### config.mk
export PLATFORM = sky130hd
export DESIGN_NAME = keypad_emulator
export DESIGN_NICKNAME = d
export VERILOG_FILES = /design/src/rtl/keypad_pkg.sv /design/src/rtl/keypad_key_map.sv /design/src/rtl/keypad_emulator.sv
export SDC_FILE = /design/constraint.sdc
export NUM_CORES = 1
export LEC_CHECK = 0
export CORE_UTILIZATION = 52
export CTS_CLUSTER_DIAMETER = 50
export DETAILED_ROUTE_END_ITERATION = 10
export GPL_TIMING_DRIVEN = 1
export PLACE_DENSITY = 0.76
export REMOVE_ABC_BUFFERS = 1
export SETUP_SLACK_MARGIN = 0.2
export SYNTH_ARGS = -nofsm -noshare
export SYNTH_HDL_FRONTEND = slang
export SYNTH_SLANG_ARGS = --single-unit
### constraint.sdc
create_clock -name clk -period 2.1 [get_ports clk]
set_input_delay 0.21 -clock clk [delete_from_list [all_inputs] [get_ports clk]]
set_output_delay 0.21 -clock clk [all_outputs]
set_load 0.005 [all_outputs]
### src/rtl/keypad_pkg.sv
// keypad_pkg: FSM state encoding and the key-code to matrix-position map
// shared by the keypad emulator and the keypad scanner decode.
package keypad_pkg;

    typedef enum logic [2:0] {
        ST_IDLE       = 3'd0,
        ST_BOUNCE_IN  = 3'd1,
        ST_HOLD       = 3'd2,
        ST_BOUNCE_OUT = 3'd3,
        ST_GAP        = 3'd4
    } state_t;

    localparam int KEY_COUNT = 16;

    // Entry [code] = {col_idx[1:0], row_idx[1:0]}, listed from code F down to 0.
    localparam logic [KEY_COUNT-1:0][3:0] KEY_POS_TABLE = {
        4'hB,   // F -> (2,3)
        4'h3,   // E -> (0,3)
        4'hF,   // D -> (3,3)
        4'hE,   // C -> (3,2)
        4'hD,   // B -> (3,1)
        4'hC,   // A -> (3,0)
        4'hA,   // 9 -> (2,2)
        4'h6,   // 8 -> (1,2)
        4'h2,   // 7 -> (0,2)
        4'h9,   // 6 -> (2,1)
        4'h5,   // 5 -> (1,1)
        4'h1,   // 4 -> (0,1)
        4'h8,   // 3 -> (2,0)
        4'h4,   // 2 -> (1,0)
        4'h0,   // 1 -> (0,0)
        4'h7    // 0 -> (1,3)
    };

    // Returns {col_idx, row_idx} for a key code.
    function automatic logic [3:0] key_pos(input logic [3:0] code);
        return KEY_POS_TABLE[code];
    endfunction

endpackage

### src/rtl/keypad_key_map.sv
// keypad_key_map: combinational key code -> matrix column/row index.
module keypad_key_map
    import keypad_pkg::*;
(
    input  logic [3:0] key_code,
    output logic [1:0] col_idx,
    output logic [1:0] row_idx
);

    assign {col_idx, row_idx} = key_pos(key_code);

endmodule

### src/rtl/keypad_emulator.sv
// keypad_emulator: device end of a 4x4 matrix keypad. Accepts key codes over
// valid/ready, then closes the matching contact so that the scanner's
// active-low column drive is reflected on the active-low row lines.
// Optional contact bounce is built when KEYPAD_EMU_BOUNCE_EN is defined.
module keypad_emulator
    import keypad_pkg::*;
#(
    parameter int HOLD_CYCLES    = 8_000_000,
    parameter int GAP_CYCLES     = 4_000_000,
    parameter int BOUNCE_CYCLES  = 100_000,
    parameter int BOUNCE_TOGGLES = 4
) (
    input  logic       clk,
    input  logic       rst_n,
    input  logic       key_valid,
    input  logic [3:0] key_code,
    output logic       key_ready,
    input  logic [3:0] col,
    output logic [3:0] row,
    output logic       busy,
    output logic       done
);

    localparam int MAX_HG   = (HOLD_CYCLES > GAP_CYCLES) ? HOLD_CYCLES : GAP_CYCLES;
    localparam int MAX_BB   = (BOUNCE_CYCLES > BOUNCE_TOGGLES) ? BOUNCE_CYCLES : BOUNCE_TOGGLES;
    localparam int MAX_PARAM = (MAX_HG > MAX_BB) ? MAX_HG : MAX_BB;
    localparam int CNT_W    = $clog2(MAX_PARAM) + 1;

    localparam logic [CNT_W-1:0] HOLD_LOAD = CNT_W'(HOLD_CYCLES - 1);
    localparam logic [CNT_W-1:0] GAP_LOAD  = CNT_W'(GAP_CYCLES - 1);

`ifdef KEYPAD_EMU_BOUNCE_EN
    localparam int TOG_W = $clog2(BOUNCE_TOGGLES) + 1;
    localparam logic [CNT_W-1:0] BOUNCE_LOAD = CNT_W'(BOUNCE_CYCLES - 1);
    localparam logic [TOG_W-1:0] TOG_LOAD    = TOG_W'(BOUNCE_TOGGLES - 1);
    logic [TOG_W-1:0] tog_q;
`endif

    state_t           state_q;
    logic [CNT_W-1:0] cnt_q;
    logic             contact_q;
    logic [3:0]       code_q;
    logic             key_ready_q;
    logic             busy_q;
    logic             done_q;
    logic [3:0]       row_q;
    logic [3:0]       row_d;
    logic [1:0]       col_idx;
    logic [1:0]       row_idx;
    logic             col_hit;

    keypad_key_map u_key_map (
        .key_code (code_q),
        .col_idx  (col_idx),
        .row_idx  (row_idx)
    );

    // Key sequencing: one down-counter, reloaded on every state entry, times each phase.
    always_ff @(posedge clk) begin
        if (!rst_n) begin
            state_q     <= ST_IDLE;
            cnt_q       <= '0;
            contact_q   <= 1'b0;
            code_q      <= '0;
            key_ready_q <= 1'b0;
            busy_q      <= 1'b0;
            done_q      <= 1'b0;
`ifdef KEYPAD_EMU_BOUNCE_EN
            tog_q       <= '0;
`endif
        end else begin
            done_q <= 1'b0;
            case (state_q)
                ST_IDLE: begin
                    key_ready_q <= 1'b1;
                    if (key_valid && key_ready_q) begin
                        code_q      <= key_code;
                        key_ready_q <= 1'b0;
                        busy_q      <= 1'b1;
                        contact_q   <= 1'b1;
`ifdef KEYPAD_EMU_BOUNCE_EN
                        state_q     <= ST_BOUNCE_IN;
                        cnt_q       <= BOUNCE_LOAD;
                        tog_q       <= TOG_LOAD;
`else
                        state_q     <= ST_HOLD;
                        cnt_q       <= HOLD_LOAD;
`endif
                    end
                end
`ifdef KEYPAD_EMU_BOUNCE_EN
                ST_BOUNCE_IN: begin
                    if (cnt_q == '0) begin
                        if (tog_q == '0) begin
                            // Final toggle lands the contact closed for the hold.
                            state_q   <= ST_HOLD;
                            cnt_q     <= HOLD_LOAD;
                            contact_q <= 1'b1;
                        end else begin
                            contact_q <= ~contact_q;
                            cnt_q     <= BOUNCE_LOAD;
                            tog_q     <= tog_q - 1'b1;
                        end
                    end else begin
                        cnt_q <= cnt_q - 1'b1;
                    end
                end
                ST_BOUNCE_OUT: begin
                    if (cnt_q == '0) begin
                        if (tog_q == '0) begin
                            // Final toggle lands the contact open for the gap.
                            state_q   <= ST_GAP;
                            cnt_q     <= GAP_LOAD;
                            contact_q <= 1'b0;
                        end else begin
                            contact_q <= ~contact_q;
                            cnt_q     <= BOUNCE_LOAD;
                            tog_q     <= tog_q - 1'b1;
                        end
                    end else begin
                        cnt_q <= cnt_q - 1'b1;
                    end
                end
`endif
                ST_HOLD: begin
                    if (cnt_q == '0) begin
                        contact_q <= 1'b0;
`ifdef KEYPAD_EMU_BOUNCE_EN
                        state_q   <= ST_BOUNCE_OUT;
                        cnt_q     <= BOUNCE_LOAD;
                        tog_q     <= TOG_LOAD;
`else
                        state_q   <= ST_GAP;
                        cnt_q     <= GAP_LOAD;
`endif
                    end else begin
                        cnt_q <= cnt_q - 1'b1;
                    end
                end
                ST_GAP: begin
                    if (cnt_q == '0) begin
                        // Ready rises with done so a new key can follow back-to-back.
                        state_q     <= ST_IDLE;
                        cnt_q       <= '0;
                        done_q      <= 1'b1;
                        key_ready_q <= 1'b1;
                        busy_q      <= 1'b0;
                    end else begin
                        cnt_q <= cnt_q - 1'b1;
                    end
                end
                default: begin
                    state_q     <= ST_IDLE;
                    cnt_q       <= '0;
                    contact_q   <= 1'b0;
                    key_ready_q <= 1'b0;
                    busy_q      <= 1'b0;
                end
            endcase
        end
    end

    // A closed contact bridges column col_idx to row row_idx; any other row stays high.
    assign col_hit = contact_q && !col[col_idx];

    for (genvar gi = 0; gi < 4; gi++) begin : g_row
        assign row_d[gi] = !(col_hit && (row_idx == 2'(gi)));
    end

    // Registered row response, updated every clock regardless of FSM state.
    always_ff @(posedge clk) begin
        if (!rst_n) begin
            row_q <= 4'hF;
        end else begin
            row_q <= row_d;
        end
    end

    assign key_ready = key_ready_q;
    assign busy      = busy_q;
    assign done      = done_q;
    assign row       = row_q;

endmodule

### Word-level counts from Yosys, hierarchy flattened

Memory sizes are Yosys's and may differ from the RTL's. A register that Yosys moved wholly into a read port is not among the register bits.
Index checks and enable logic that the tools add are counted.

| storage, ports and cells | value |
|---|---|
| memories | 1 |
| flip-flop bits (word level) | 39 |
| input port bits | 11 |
| bits in read-only memories | 64 |
| word-level logic and storage cells | 63 |
| output and inout bits | 7 |

| operators by class | value |
|---|---|
| magnitude comparators | 2 |
| muxes and demuxes | 21 |
| bitwise gates (word level) | 2 |
| $add $sub $neg | 1 |
| equal/unequal tests | 8 |
| reductions and logical operators | 20 |

Memories:

| name | depth | width | rd ports | clocked after memory_dff | wr ports | RTL line | RTL |
|---|---|---|---|---|---|---|---|
| (name not given) | 16 | 4 | 1 | 1 | 0 | keypad_pkg.sv:37 | `return KEY_POS_TABLE[code];` |

Operators with widths:

| cell | count |
|---|---|
| 24-bit 2-to-1 mux | 3 |
| 24-bit one-hot mux with 3 select lines | 1 |
| 24-bit logical NOT | 1 |
| 24-bit by 1-bit subtractor with 24-bit output (second input constant) | 1 |
| 4-bit 2-to-1 mux | 3 |
| 3-bit 2-to-1 mux | 3 |
| 1-bit one-hot mux with 3 select lines | 3 |
| 3-bit one-hot mux with 3 select lines | 1 |
| 3-bit AND reduction | 3 |
| 1-bit logical AND | 6 |
| 1-bit 2-to-1 mux | 6 |
| 2-bit != test (second input constant) | 3 |
| 2-bit AND reduction | 3 |
| 1-bit logical NOT | 5 |
| 4-bit by 5-bit < comparator with 1-bit output (second input constant) | 1 |
| 2-bit equality test (second input constant) | 2 |
| 3-bit by 2-bit equality test with 1-bit output (second input constant) | 1 |
| 3-bit equality test (second input constant) | 1 |
| 3-bit logical NOT | 1 |
| 2-bit by 3-bit < comparator with 1-bit output (second input constant) | 1 |
| 1-bit binary-select mux with 2-bit select | 1 |
| 2-bit by 1-bit equality test with 1-bit output (second input constant) | 1 |
| 2-bit logical NOT | 1 |
| 1-bit inverter | 2 |

### Longest topological paths before layout

Gate-level depths: netlist of run 1.

| logic depth | value |
|---|---|
| depth in word-level cells | 8 |
| depth in mapped cells | 8 |
| gate-level depth less buffers | 7 |

### Hierarchy

Synthesis of run 1 repeated with hierarchy kept, for this count alone.

| unflattened totals | value |
|---|---|
| cell total of the unflattened synthesis | 282 |
| area total of the unflattened synthesis | 2195.9 um^2 |

Modules (own cells, without submodules):

| module | cells an instance | sequential area each (um^2) | instances | area each (um^2) |
|---|---|---|---|---|
| keypad_emulator | 265 | 760.7 | 1 | 2088.3 |
| keypad_key_map | 17 | 0.0 | 1 | 107.6 |

### Worst setup path after synthesis of run 1

No wires, ideal clock.

| path | value |
|---|---|
| path type | flip-flop to flip-flop |
| start | reg cnt_q[16] |
| end | reg cnt_q[6] |
| library setup time | 115 ps |
| data arrival time | 2083 ps |
| stages on the path, launching flop included | 8 |
| buffers on the path | 2 |
| setup slack | -98 ps |
| data required time | 1985 ps |
| cell sequence | dfxtp_1 buf_6 or4_4 or4_4 o311ai_4 buf_6 nor2_1 and3_1 |

| between the ends | value |
|---|---|
| cells in the longest elaborated chain, start to end | 3 |
| elaborated cells on any way between the ends | 4 |
| classes of those cells | 3 x mux; 1 x reduce/logical |

Ends and longest elaborated chain:

| element | RTL line | RTL |
|---|---|---|
| start, declared | keypad_emulator.sv:40 | `logic [CNT_W-1:0] cnt_q;` |
| start signal, assigned | keypad_emulator.sv:137 | `cnt_q <= cnt_q - 1'b1;` |
| start signal, assigned | keypad_emulator.sv:149 | `cnt_q <= cnt_q - 1'b1;` |
| 24-bit logical NOT * | keypad_emulator.sv:126, keypad_emulator.sv:141 |  |
| 24-bit 2-to-1 mux, on equally long branches | keypad_emulator.sv:141, keypad_emulator.sv:126 |  |
| 24-bit one-hot mux with 3 select lines * | keypad_emulator.sv:73 | `case (state_q)` |

Mark *: on every way between the ends. The rest lies on a longest branch, timed or not.
A chain may end at the register's enable or synchronous reset.

### Final worst setup path of run 1

Same ends and word-level chain as after synthesis.

==> results of run 1 <==
worst max-delay path, cell delays in order, from the launching register on:
cell and delay [ns]:
dfxtp_1 0.32, or4_4 0.53, or4_4 0.49, o311ai_4 0.30, buf_6 0.17, nor2_1 0.04
and3_1 0.17
worst paths after layout:
| path | start | endpoint | slack, ns | cells after the start |
|---|---|---|---|---|
| worst min register to register | row_idx[1]$_DFF_P_ | row[2]$_SDFF_PN1_ | 0.41 | 1 |
| worst max-delay path | cnt_q[16]$_SDFFE_PN0N_ | cnt_q[6]$_SDFFE_PN0N_ | -0.007 | 6 |
| worst max register to register | cnt_q[16]$_SDFFE_PN0N_ | cnt_q[6]$_SDFFE_PN0N_ | -0.007 | 6 |
| worst min-delay path | row_idx[1]$_DFF_P_ | row[2]$_SDFF_PN1_ | 0.41 | 1 |
cell type report:
class	count	share of cell area
clock buffer	6	0.0292
clock inverter	2	0.00443
inverter	10	0.0133
multi-input combinational	191	0.476
sequential	42	0.298
tap	50	0.0222
timing repair buffer	52	0.157
cell families after synthesis:
kind of cell,count (synthesis),share of synthesized area
AOI/OAI and AO/OA,72,0.236
xor gates and xnor gates,4,0.0162
adders and majority gates,3,0.0150
buffers and inverters,20,0.0427
DFF,42,0.388
muxes,5,0.0294
and+or+nand+nor,107,0.273
cells in the mapped netlist (2+ instances only):
library cell,n,area share
buf_2,2,0.0046
dfxtp_1,42,0.39
nand3_1,7,0.016
a21o_1,7,0.024
a32o_1,2,0.0092
nand3b_1,2,0.0069
buf_6,2,0.010
or4_4,2,0.010
xor2_1,2,0.0081
nand2_1,22,0.038
nor2_1,23,0.040
mux2i_1,3,0.014
nor3_1,11,0.025
o31a_1,2,0.0081
a22o_1,2,0.0081
nor4_1,8,0.023
xnor2_1,2,0.0081
inv_1,10,0.017
nand2b_1,5,0.014
or3_1,4,0.012
nand4_1,3,0.0087
maj3_1,2,0.0092
o22ai_1,2,0.0058
and3_1,6,0.017
o21a_1,7,0.024
a21oi_1,15,0.035
o21ai_0,12,0.028
nor2b_1,3,0.0087
a31oi_1,5,0.014
clkbuf_1,6,0.010
or4_1,2,0.0069
a211oi_1,2,0.0069
a311oi_1,2,0.0081
repair_timing:
item,in CTS,in global routing
setup buffers,1,4
resized for setup,10,18
hold endpoints to repair,0,0
setup endpoints to repair,31,30
pin swaps,6,3
hold buffers,0,0
state kept, by name (all words and copies together) (netlist names):
signal,count
row,4
row_idx,2
done,1
busy,1
cnt_q,24
contact_q,1
col_idx,2
key_ready,1
code_q,4
state_q,2
power by group:
group          internal, mW  switching [mW]  total [mW]  leakage, nW
sequential            0.869          0.0767       0.945        0.344
clock                 0.264           0.286       0.550       0.0472
combinational         0.352           0.384       0.736        0.770
total                  1.49           0.746        2.23         1.16
metal layers:
| layer | wire (um) | share of wire |
|---|---|---|
| met1 | 2580 | 0.45 |
| met4 | 123 | 0.022 |
| met3 | 262 | 0.046 |
| met5 | 0 | 0 |
| met2 | 2710 | 0.48 |
stage by stage:
stage	area, um2	setup slack, ns	hold WS, ns
floorplan	2110	-0.164	0.337
global placement	2570	-0.0230	0.394
detailed placement	2570	-0.0804	0.400
CTS	2720	0.00280	0.417
global route	2820	-0.0811	0.436
finish	2820	-0.00710	0.412
==> results by group, run 1 <==
Detailed routing
  • Initial DRC Count: 152
  • DRC: 0
  • Iteration count of the initial detailed-routing pass: 4
  • Total Routed Length: 5.68 mm
  • WL/cell: 16.1 um
  • Antenna-violating nets left: 0
  • Via count: 2,137
  • Drt via density: 6.05

GRT
  • Pin count of the biggest net entering global routing: 14
  • Initial antenna violation count: 0
  • Grt total ovfl: 0
  • GR Util met2: 0.428
  • GR Layer Usage met3: 0.0497
  • First-pass GRT wire length: 8.89 mm
  • GRT Max-Usage Layer: met2
  • GRT Util Overall: 0.266
  • Vias in the first global route: 1,915
  • Met1 Use GR: 0.347

Status
  • Run status: complete, but fails checks
  • Violated checks: setup timing

STA
  • Worst setup margin: -0.00710 ns
  • Hold Fails Final Rpt: 0
  • RSZ-0062 raised after global routing: yes
  • Max-slew violations: 0
  • F_max: 0.475 GHz
  • Worst-Margin Slew: 0.424 ns
  • Clk_skew: 0.00780 ns
  • Min cycle time layout: 2.11 ns
  • Slew margin rel.: 0.716
  • Final setup viols: 3
  • Total negative slack: -0.0143 ns
  • Final period utilization: 1.00

Floorplanning
  • # IOs: 18
  • Initial Util: 0.542
  • Core ar.: 4000 um2
  • Row count: 23
  • Die W: 66.6 um
  • Die area: 4430 um2
  • Die height: 66.6 um

Clock tree
  • Root Buffer: clkbuf_8
  • Sink Count: 42
  • Worst-case clock buffer depth: 2
  • Clock tree from TritonCTS: yes
  • Num CTS Buffers: 5
  • H-tree depth: 2
  • Clk_lat worst skew: 0.30 ns
  • Clk slew on worst S/H paths: 0.08 ns

Synth
  • Post-synth ARST share: 0
  • Post-Syn Area: 2170 um2
  • Post-synth EDFFs: 0
  • Sequential-to-total area share from yosys stat: 0.388
  • Syn avg cell area: 8.57 um2
  • Yosys warnings: 0
  • #FFs+latches synth: 42
  • Gate Count Post-Synth: 253
  • Ys flop type: dfxtp_1
  • Synth cell types: 59

Power and ir drop
  • Leakage: 1.16 nW
  • Peak VDD IR: 0.541 mV
  • Pwr per Cell Area: 790 nW/um2
  • Final Power: 2.23 mW

Cells and area
  • Commonest non-fill, non-tap cell in the layout: dfxtp_1
  • Layout cells sized above 1: 0.231
  • Syn-to-layout area delta: 30.2%
  • Most frequent cells in the layout: 42 x dfxtp_1, 32 x buf_4, 22 x nand2_1, 22 x nor2_1, 17 x clkdlybuf4s50_1
  • Fillers: 305
  • Nets@finish: 314
  • Final Non-Filler Cells: 353
  • Sequential cell area: 841 um2
  • Multi-input gate area: 1340 um2
  • Core Util, Final: 0.706
  • # diodes: 0

Worst setup path
  • Required time of the critical path: 2.29 ns
  • CP Capture Type: flip-flop
  • Crit-path max FO: 5
  • Crit path arrival time: 2.30 ns
  • Crit Path Category: flip-flop to flip-flop
  • CP Launch Type: flip-flop

Hold path
  • Min-delay worst type: flip-flop to flip-flop

Job
  • MaxCap Viol Count: 0

Placed design
  • Cells after DPL: 340
  • HPWL Detailed: 3.94 mm
  • Final GP Congestion: 0.905
  • IO buf count: 17
(Power assumes the default switching activity.)
==> inputs of run 2 (changes only) <==
--- a/config.mk
+++ b/config.mk
@@ -8,6 +8,7 @@
 export CORE_UTILIZATION = 52
 export CTS_CLUSTER_DIAMETER = 50
 export DETAILED_ROUTE_END_ITERATION = 10
+export GPL_ROUTABILITY_DRIVEN = 0
 export GPL_TIMING_DRIVEN = 1
 export PLACE_DENSITY = 0.76
 export REMOVE_ABC_BUFFERS = 1
==> results of run 2 <==
No change in the layout: final DEF, timing and power equal those of run 1.
==> inputs of run 3 (changes only) <==
--- a/config.mk
+++ b/config.mk
@@ -13,6 +13,7 @@
 export PLACE_DENSITY = 0.76
 export REMOVE_ABC_BUFFERS = 1
 export SETUP_SLACK_MARGIN = 0.2
+export SKIP_LAST_GASP = 1
 export SYNTH_ARGS = -nofsm -noshare
 export SYNTH_HDL_FRONTEND = slang
 export SYNTH_SLANG_ARGS = --single-unit
==> results by group, run 3 (synthesis gave the netlist of run 1 again) <==
Job
  • MaxCap Viol Count: 0

Detailed routing
  • Met1 WL: 2.54 mm
  • Initial DRC Count: 158
  • Iteration count of the initial detailed-routing pass: 4
  • Met3 wire length: 270 um
  • DRC: 0
  • Drt via density: 6.04
  • WL/cell: 16.1 um
  • Antenna-violating nets left: 0
  • Total Routed Length: 5.67 mm
  • Via count: 2,132
  • Met2 routed WL: 2.73 mm
  • Top Layer Used: met4

Floorplanning
  • Die area: 4430 um2
  • Die height: 66.6 um
  • Row count: 23
  • Die W: 66.6 um
  • Initial Util: 0.542
  • Core ar.: 4000 um2
  • # IOs: 18

Status
  • Violated checks: setup timing
  • Run status: complete, but fails checks

Clock tree
  • Sink Count: 42
  • Clk_lat worst skew: 0.30 ns
  • Clk slew on worst S/H paths: 0.08 ns
  • Clock tree from TritonCTS: yes
  • Root Buffer: clkbuf_8
  • H-tree depth: 2
  • Worst-case clock buffer depth: 2
  • Post-CTS Hold Buffers: 0
  • Num CTS Buffers: 5

Cells and area
  • Max reg flops: 24
  • Syn-to-layout area delta: 30.0%
  • Sequential cell area: 841 um2
  • # diodes: 0
  • Commonest non-fill, non-tap cell in the layout: dfxtp_1
  • Nets@finish: 314
  • Core Util, Final: 0.705
  • Fillers: 306
  • Most frequent cells in the layout: 42 x dfxtp_1, 32 x buf_4, 22 x nand2_1, 22 x nor2_1, 17 x clkdlybuf4s50_1
  • Most flops, register: cnt_q
  • Layout cells sized above 1: 0.228
  • Multi-input gate area: 1340 um2

STA
  • Hold Fails Final Rpt: 0
  • F_max: 0.475 GHz
  • Final period utilization: 1.00
  • Worst setup margin: -0.00621 ns
  • RSZ-0062 raised after global routing: yes
  • WHS: 0.413 ns
  • Final setup viols: 2
  • Worst-Margin Slew: 0.420 ns
  • Clk_skew: 0.00845 ns
  • Max-slew violations: 0
  • Min cycle time layout: 2.11 ns
  • Slew margin rel.: 0.719

Worst setup path
  • Critical Path Max Stage Delay: 0.53 ns
  • CP Capture Type: flip-flop
  • Required time of the critical path: 2.29 ns
  • CP Launch Type: flip-flop
  • Crit-path max FO: 5
  • Crit Path Category: flip-flop to flip-flop
  • Crit path top cell by count: or4_4
  • Crit path arrival time: 2.30 ns
  • Crit-path slowest cell: or4_4
  • CP cell instances: or4_4, or4_4, o311ai_4, buf_6, nor2_1, and3_1

Power and ir drop
  • Pwr per Cell Area: 792 nW/um2
  • Final Power: 2.23 mW
  • Leakage: 1.16 nW
  • Peak VDD IR: 0.538 mV

GRT
  • Vias in the first global route: 1,915
  • Grt total ovfl: 0
  • Pin count of the biggest net entering global routing: 14
  • Initial antenna violation count: 0
  • GRT Util Overall: 0.266
  • First-pass GRT wire length: 8.89 mm

Placed design
  • HPWL Detailed: 3.94 mm
  • IO buf count: 17

Hold path
  • Min-delay worst type: flip-flop to flip-flop
==> run 3: cell count changes in the layout (fill, tap and decap cells not counted) <==
cell	before	now
and3_1	5	6
and3_4	1	0
==> run 3: routing by layer <==
metal  GRT usage  vias to the layer above
met5           0                        -
met4       0.109                        0
met3      0.0497                       11
met2       0.428                       57
met1       0.347                     1017
li1            -                     1047
==> run 3: through the flow <==
step | TNS, ns | instances | cell area, um2 | setup WS (ns)
after floorplan | -0.552 | 243 | 2110 | -0.164
after global placement | -0.0296 | 340 | 2570 | -0.0230
after detailed placement | -0.319 | 340 | 2570 | -0.0804
after CTS | 0 | 349 | 2720 | 0.00280
after global routing | -0.496 | 353 | 2820 | -0.0811
final | -0.00631 | 353 | 2820 | -0.00621
==> run 3: final timing paths <==
kind / to / cells past startpoint / from / slack, ns
worst max register to register: cnt_q[6]$_SDFFE_PN0N_ / 6 / cnt_q[16]$_SDFFE_PN0N_ / -0.006
worst max-delay path: cnt_q[6]$_SDFFE_PN0N_ / 6 / cnt_q[16]$_SDFFE_PN0N_ / -0.006
worst min register to register: row[2]$_SDFF_PN1_ / 1 / row_idx[1]$_DFF_P_ / 0.41
worst min-delay path: row[2]$_SDFF_PN1_ / 1 / row_idx[1]$_DFF_P_ / 0.41
==> run 3: timing repair <==
item / 4_1_cts / 5_1_grt
pin swaps: 6 / 3
resized for setup: 10 / 17
endpoints found under the setup margin: 31 / 30
setup buffers: 1 / 4
==> run 3: critical path: cells and delay by family, from the launching register on <==
family / cells / cell delay, ns
buffers and inverters: 1 / 0.17
AO/OA/AOI/OAI: 1 / 0.30
flip-flops: 1 / 0.32
AND/OR/NAND/NOR: 4 / 1.23
==> run 3: layout make-up <==
| type | count | share of cell area |
|---|---|---|
| Clock inverter | 2 | 0.00444 |
| Multi-Input combinational cell | 191 | 0.475 |
| Inverter | 10 | 0.0133 |
| Tap cell | 50 | 0.0222 |
| Sequential cell | 42 | 0.298 |
| Clock buffer | 6 | 0.0293 |
| Timing Repair Buffer | 52 | 0.158 |
==> run 3: power by group <==
part           leakage, nW  internal, mW  switching, mW  total [mW]
clock network       0.0472         0.264          0.285       0.549
registers            0.344         0.869         0.0767       0.946
logic                0.772         0.352          0.385       0.737
total                 1.16          1.49          0.746        2.23
